`src/rtl/serial_demux_deserializer_if.sv`:
```
// Handshake bundle between the serial load port, the deserializer and the
// parallel word consumer. The slave modport is the deserializer's view.
interface serial_demux_deserializer_if #(
    parameter int WIDTH = 64
);
    localparam int CNT_W = $clog2(WIDTH);

    logic             in_valid;
    logic             in_bit;
    logic             frame_st;
    logic             in_ready;
    logic             out_valid;
    logic             out_ready;
    logic [WIDTH-1:0] out_word;
    logic [CNT_W-1:0] bit_cnt;

    modport slave (
        input  in_valid,
        input  in_bit,
        input  frame_st,
        input  out_ready,
        output in_ready,
        output out_valid,
        output out_word,
        output bit_cnt
    );

    modport master (
        output in_valid,
        output in_bit,
        output frame_st,
        output out_ready,
        input  in_ready,
        input  out_valid,
        input  out_word,
        input  bit_cnt
    );
endinterface

```
`src/rtl/serial_demux_deserializer.sv`:
```
// 1-to-WIDTH serial deserializer. A bit-index counter feeds a one-hot decoder
// that steers each accepted serial bit (LSB first) into its slot of a shadow
// word. When the top slot is written the full word is published on out_word
// with a valid/ready handshake. A handoff and the first bit of the next word
// may share a cycle, so words can stream back to back.
module serial_demux_deserializer #(
    parameter int WIDTH = 64
) (
    input  logic                          clk,
    input  logic                          reset,
    serial_demux_deserializer_if.slave    s_if
);
    localparam int              CNT_W    = $clog2(WIDTH);
    localparam logic [CNT_W-1:0] LAST_IDX = CNT_W'(WIDTH - 1);
    localparam logic [CNT_W-1:0] CNT_ONE  = {{(CNT_W-1){1'b0}}, 1'b1};
    localparam logic [CNT_W-1:0] CNT_ZERO = {CNT_W{1'b0}};
    localparam logic [WIDTH-1:0] HOT_ONE  = {{(WIDTH-1){1'b0}}, 1'b1};

    typedef enum logic [0:0] {
        ST_COLLECT = 1'b0,
        ST_FULL    = 1'b1
    } state_t;

    // Architectural state
    state_t           r_state;
    logic [WIDTH-1:0] r_shadow;
    logic [WIDTH-1:0] r_out_word;
    logic             r_out_valid;
    logic [CNT_W-1:0] r_bit_cnt;

    // Next-state values
    state_t           w_state_nxt;
    logic [WIDTH-1:0] w_shadow_nxt;
    logic [WIDTH-1:0] w_out_word_nxt;
    logic             w_out_valid_nxt;
    logic [CNT_W-1:0] w_bit_cnt_nxt;

    // Handshake and steering terms
    logic             w_handoff;
    logic             w_in_ready;
    logic             w_accept;
    logic [CNT_W-1:0] w_idx;
    logic             w_last;
    logic             w_complete;
    logic [WIDTH-1:0] w_onehot;

    // A frame start forces the bit into slot 0, abandoning any partial word.
    assign w_handoff  = r_out_valid & s_if.out_ready;
    assign w_in_ready = (r_state == ST_COLLECT) | w_handoff;
    assign w_accept   = s_if.in_valid & w_in_ready;
    assign w_idx      = s_if.frame_st ? CNT_ZERO : r_bit_cnt;
    assign w_last     = (w_idx == LAST_IDX);
    assign w_complete = w_accept & w_last;
    assign w_onehot   = HOT_ONE << w_idx;

    // Demux datapath: write exactly the decoded slot and advance the bit index.
    always_comb begin
        w_shadow_nxt  = r_shadow;
        w_bit_cnt_nxt = r_bit_cnt;
        if (w_accept) begin
            w_shadow_nxt = (r_shadow & ~w_onehot) | (w_onehot & {WIDTH{s_if.in_bit}});
            if (w_last) begin
                w_bit_cnt_nxt = CNT_ZERO;
            end else begin
                w_bit_cnt_nxt = w_idx + CNT_ONE;
            end
        end else begin
            w_shadow_nxt  = r_shadow;
            w_bit_cnt_nxt = r_bit_cnt;
        end
    end

    // Control FSM: publish a completed word, release it on handoff.
    always_comb begin
        w_state_nxt     = r_state;
        w_out_word_nxt  = r_out_word;
        w_out_valid_nxt = r_out_valid;
        case (r_state)
            ST_COLLECT: begin
                if (w_complete) begin
                    w_out_word_nxt  = {s_if.in_bit, r_shadow[WIDTH-2:0]};
                    w_out_valid_nxt = 1'b1;
                    w_state_nxt     = ST_FULL;
                end else begin
                    w_out_valid_nxt = 1'b0;
                    w_state_nxt     = ST_COLLECT;
                end
            end
            ST_FULL: begin
                if (w_handoff) begin
                    if (w_complete) begin
                        w_out_word_nxt  = {s_if.in_bit, r_shadow[WIDTH-2:0]};
                        w_out_valid_nxt = 1'b1;
                        w_state_nxt     = ST_FULL;
                    end else begin
                        w_out_valid_nxt = 1'b0;
                        w_state_nxt     = ST_COLLECT;
                    end
                end else begin
                    w_out_valid_nxt = 1'b1;
                    w_state_nxt     = ST_FULL;
                end
            end
            default: begin
                w_out_valid_nxt = 1'b0;
                w_state_nxt     = ST_COLLECT;
            end
        endcase
    end

    // State register with synchronous active-high reset that drops partial words.
    always_ff @(posedge clk) begin
        if (reset) begin
            r_state     <= ST_COLLECT;
            r_shadow    <= {WIDTH{1'b0}};
            r_out_word  <= {WIDTH{1'b0}};
            r_out_valid <= 1'b0;
            r_bit_cnt   <= CNT_ZERO;
        end else begin
            r_state     <= w_state_nxt;
            r_shadow    <= w_shadow_nxt;
            r_out_word  <= w_out_word_nxt;
            r_out_valid <= w_out_valid_nxt;
            r_bit_cnt   <= w_bit_cnt_nxt;
        end
    end

    assign s_if.in_ready  = w_in_ready;
    assign s_if.out_valid = r_out_valid;
    assign s_if.out_word  = r_out_word;
    assign s_if.bit_cnt   = r_bit_cnt;
endmodule

```
`src/flat_wrapper.sv`:
```
// flat-port wrapper written by rule: the top's interface ports become plain ports
module serial_demux_deserializer_flat 
#(
    parameter int WIDTH = 64
)
  (clk, reset, s_if_in_valid, s_if_in_bit, s_if_frame_st, s_if_out_ready, s_if_in_ready, s_if_out_valid, s_if_out_word, s_if_bit_cnt);
  serial_demux_deserializer_if #(.WIDTH(WIDTH)) s_if_i ();
  input  logic clk;
  input  logic reset;
  input wire logic [$bits(s_if_i.in_valid)-1:0] s_if_in_valid;
  input wire logic [$bits(s_if_i.in_bit)-1:0] s_if_in_bit;
  input wire logic [$bits(s_if_i.frame_st)-1:0] s_if_frame_st;
  input wire logic [$bits(s_if_i.out_ready)-1:0] s_if_out_ready;
  output wire logic [$bits(s_if_i.in_ready)-1:0] s_if_in_ready;
  output wire logic [$bits(s_if_i.out_valid)-1:0] s_if_out_valid;
  output wire logic [$bits(s_if_i.out_word)-1:0] s_if_out_word;
  output wire logic [$bits(s_if_i.bit_cnt)-1:0] s_if_bit_cnt;
  assign s_if_i.in_valid = s_if_in_valid;
  assign s_if_i.in_bit = s_if_in_bit;
  assign s_if_i.frame_st = s_if_frame_st;
  assign s_if_i.out_ready = s_if_out_ready;
  assign s_if_in_ready = s_if_i.in_ready;
  assign s_if_out_valid = s_if_i.out_valid;
  assign s_if_out_word = s_if_i.out_word;
  assign s_if_bit_cnt = s_if_i.bit_cnt;
  serial_demux_deserializer #(.WIDTH(WIDTH)) u_core (.clk(clk), .reset(reset), .s_if(s_if_i));
endmodule
```
`config.mk`:
```
export PLATFORM = sky130hd
export DESIGN_NAME = serial_demux_deserializer_flat
export DESIGN_NICKNAME = d
export VERILOG_FILES = /design/src/rtl/serial_demux_deserializer_if.sv /design/src/rtl/serial_demux_deserializer.sv /design/src/flat_wrapper.sv
export SDC_FILE = /design/constraint.sdc
export NUM_CORES = 1
export LEC_CHECK = 0
export CORE_ASPECT_RATIO = 0.6
export CORE_UTILIZATION = 55
export DETAILED_ROUTE_END_ITERATION = 8
export MAX_ROUTING_LAYER = met4
export PLACE_DENSITY_LB_ADDON = 0.25
export RECOVER_POWER = 25
export SYNTH_ARGS = -nofsm -noshare
export SYNTH_HDL_FRONTEND = slang
export SYNTH_SLANG_ARGS = --single-unit
```
`constraint.sdc`:
```
create_clock -name clk -period 2.6 [get_ports clk]
set_input_delay 0.52 -clock clk [delete_from_list [all_inputs] [get_ports clk]]
set_output_delay 0.52 -clock clk [all_outputs]
set_load 0.005 [all_outputs]
```
==> flow_metrics.env <==
export IMPL_cts_repair_resized=0
export IMPL_htree_levels=4
export IMPL_worstPathMaxFanout=4
export IMPL_fin_crit_sh_pct=90.0
export IMPL_die_h_um=80.6
export IMPL_crit_chain="clkdlybuf4s50_1 -> nor2b_1 -> clkinv_1 -> clkdlybuf4s50_1"
export IMPL_drv_cap=0
export IMPL_yosysWarnings=0
export IMPL_outcome="finished clean"
export IMPL_vias_per_cell=5.29
export IMPL_numCtsBuffers=17
export IMPL_drive_above_1_share_pct=9.70
export IMPL_initial_core_util_pct=57.1
export IMPL_ys_types=37
export IMPL_synthXorXnorAreaFrac_pct=0
export IMPL_clk_transition_reported_paths_ns=0.06
export IMPL_syn_avg_cell_area_um2=9.93
export IMPL_finalMaxSlewViolations=0
export IMPL_antenna_found_initial=0
export IMPL_fin_setup_tns_ns=0
export IMPL_postSynth_asyncResetShare_pct=0
export IMPL_required_ns=2.08
export IMPL_cts_hold_buf=0
export IMPL_io_pins=78
export IMPL_finalWirelength_mm=12.8
export IMPL_drt_iter0_markers=272
export IMPL_dieWidth_um=133
export IMPL_synth_fa_ha_area_share_pct=0.442
export IMPL_place_inst=763
export IMPL_postCtsSetupBuffers=0
export IMPL_grt_max_degree=91
export IMPL_syn_area_mm2=0.00566
export IMPL_finalWeightedCongestion=0.896
export IMPL_tritoncts="yes"
export IMPL_diodes=0
export IMPL_clock_path_buffers=2
export IMPL_ys_seq_elements=134
export IMPL_synth_mux_area_share_pct=22.5
export IMPL_hold_viol=0
export IMPL_syn_num_nets=578
export IMPL_final_cell_count_no_fill=795
export IMPL_leakagePower_nw=3.11
export IMPL_reg2reg_depth=5
export IMPL_min_period_ns=2.34
export IMPL_ff2ff_setup_slack_ns=0.58
export IMPL_via_count=4209
export IMPL_dr_pass1_iters=5
export IMPL_end_kind="output port"
export IMPL_final_seq_area_mm2=0.00268
export IMPL_wire_per_inst_um=16.1
export IMPL_min_from="u_core.s_if.out_word[50]$_SDFFE_PP0P_"
export IMPL_layout_nets=655
export IMPL_dp_final_hpwl_mm=8.27
export IMPL_synth_compound_area_share_pct=1.55
export IMPL_max_slew_margin_pct=62.3
export IMPL_crit_arrival_ns=1.82
export IMPL_worst_slew_pin_slew_ns=0.566
export IMPL_clk_latency_ns=0.42
export IMPL_max_stage_delay_ns=0.47
export IMPL_num_fill_cells=714
export IMPL_cpMostUsedCell="clkdlybuf4s50_1"
export IMPL_drc_errors=0
export IMPL_fmax_mhz=428
export IMPL_skew_ns=0.00893
export IMPL_core_area_mm2=0.00991
export IMPL_hold_end="u_core.s_if.out_word[50]$_SDFFE_PP0P_"
export IMPL_cp_slowest_cell="clkdlybuf4s50_1"
export IMPL_postSynthCellCount=570
export IMPL_synth_edf_count=0
export IMPL_pwr_density_cell_mw_per_mm2=651
export IMPL_vdd_drop_max_mv=0.534
export IMPL_grt_setup_unrepaired="no"
export IMPL_die_area_mm2=0.0107
export IMPL_synth_top_family_by_area="simple AND/OR/NAND/NOR gates"
export IMPL_holdPathStages=2
export IMPL_cp_start_kind="input pin"
export IMPL_core_rowCount=28
export IMPL_hp_class="reg2reg"
export IMPL_gr_total_overflow=0
export IMPL_setup_violations=0
export IMPL_synthSimpleGateAreaFrac_pct=24.2
export IMPL_grt_pass1_wl_mm=20.6
export IMPL_multi_input_area_mm2=0.00276
export IMPL_syn2layout_area_growth_pct=27.9
export IMPL_final_antenna_net_count=0
export IMPL_r2r_start="u_core.s_if.bit_cnt[2]$_SDFFE_PP0N_"
export IMPL_port_buffer_count=77
export IMPL_clock_sinks=134
export IMPL_grt_util_all_layers_pct=26.0
export IMPL_ys_seq_area_share_pct=47.4
export IMPL_grt_pass1_vias=4090
export IMPL_worstReg2RegEnd="u_core.s_if.out_word[21]$_SDFFE_PP0P_"
export IMPL_synth_flop_cell="dfxtp_1"
export IMPL_worstSetupPathType="in2out"
export IMPL_root_buffer="clkbuf_16"
-- synthesized netlist by cell type (all sizes together), types with 2 or more instances --
library cell | instances | area, um2
a21oi | 3 | 15.0
buf | 14 | 97.6
clkbuf | 31 | 116
dfxtp | 134 | 2680
ha | 2 | 25.0
inv | 2 | 7.51
mux2i | 127 | 1270
nand2 | 33 | 124
nand2b | 132 | 826
nand3 | 7 | 35.0
nand4 | 5 | 31.3
nor2 | 37 | 139
nor2b | 4 | 25.0
nor3 | 10 | 50.1
nor3b | 3 | 22.5
nor4 | 3 | 25.0
o211ai | 3 | 22.5
o21ai | 2 | 10.0
or2 | 2 | 12.5
or3 | 3 | 18.8
or3b | 2 | 17.5
-- routing by layer --
metal	GRT usage (%)	vias up	wire, um
li1	-	2066	-
met2	40.9	120	5870
met4	10.5	0	161
met5	-	-	0
met3	6.38	16	672
met1	32.3	2007	6080
-- where the power goes --
part	total, mW	leakage, nW	internal, mW	switching (mW)
Clock	2.49	0.297	1.61	0.880
Sequential	2.07	1.08	2.06	0.0109
Combinational	0.155	1.73	0.0706	0.0842
-- placed cells by master, fill, tap and decap left out, drive strengths merged, types with 4 or more instances in the layout --
cell type,count
clkinv,5
clkbuf,23
dfxtp,134
buf,25
nor2b,4
mux2i,127
nand4,5
nand2b,132
dlygate4sd3,47
nor2,37
nand3,7
clkdlybuf4s50,29
nor3,10
nand2,33
clkinvlp,4
-- how the worst max path moves through the flow --
stage              startpoint                                     to  cells after the start
2_1_floorplan   s_if_frame_st  u_core.s_if.out_word[10]$_SDFFE_PP0P_                      8
3_3_place_gp    s_if_frame_st  u_core.s_if.out_word[20]$_SDFFE_PP0P_                      6
3_5_place_dp    s_if_frame_st                               register                      6
4_1_cts        s_if_out_ready                          s_if_in_ready                      4
5_1_grt        s_if_out_ready                          s_if_in_ready                      4
6_report       s_if_out_ready                          s_if_in_ready                      4
-- worst max-delay path: cells and delay by family --
family,cells,cell delay (ns)
simple gates,1,0.25
buf+inv,3,1.05
-- area by class of cell --
class | instances | area share (%)
Clock buffer | 21 | 6.64
Clock inverter | 11 | 2.04
Inverter | 3 | 0.156
Multi-Input combinational cell | 388 | 38.1
Sequential cell | 134 | 37.1
Tap cell | 135 | 2.33
Timing Repair Buffer | 103 | 13.7
-- cell families (layout without fill, tap and decap cells) --
kind of cell               Yosys count  after routing
AOI/OAI and AO/OA                   13             13
DFF                                134            134
buffers and inverters               48            138
muxes                              127            127
and+or+nand+nor                    246            246
adders and majority gates            2              2
-- metrics by stage --
| stage | cell area, um2 | hold WS, ns | setup slack [ns] | power, mW | utilization (%) |
|---|---|---|---|---|---|
| after floorplan | 5660 | 0.458 | 0.597 | 2.21 | - |
| after global placement | 6620 | 0.461 | 0.0987 | 2.27 | 66.8 |
| after detailed placement | 6620 | 0.466 | 0.0308 | 2.27 | 66.8 |
| after CTS | 7250 | 0.476 | 0.266 | 4.74 | 73.1 |
| after global routing | 7240 | 0.491 | 0.203 | 4.86 | 73.0 |
| final | 7240 | 0.469 | 0.261 | 4.71 | 73.0 |
No activity file was read; power rests on OpenSTA's default activity.
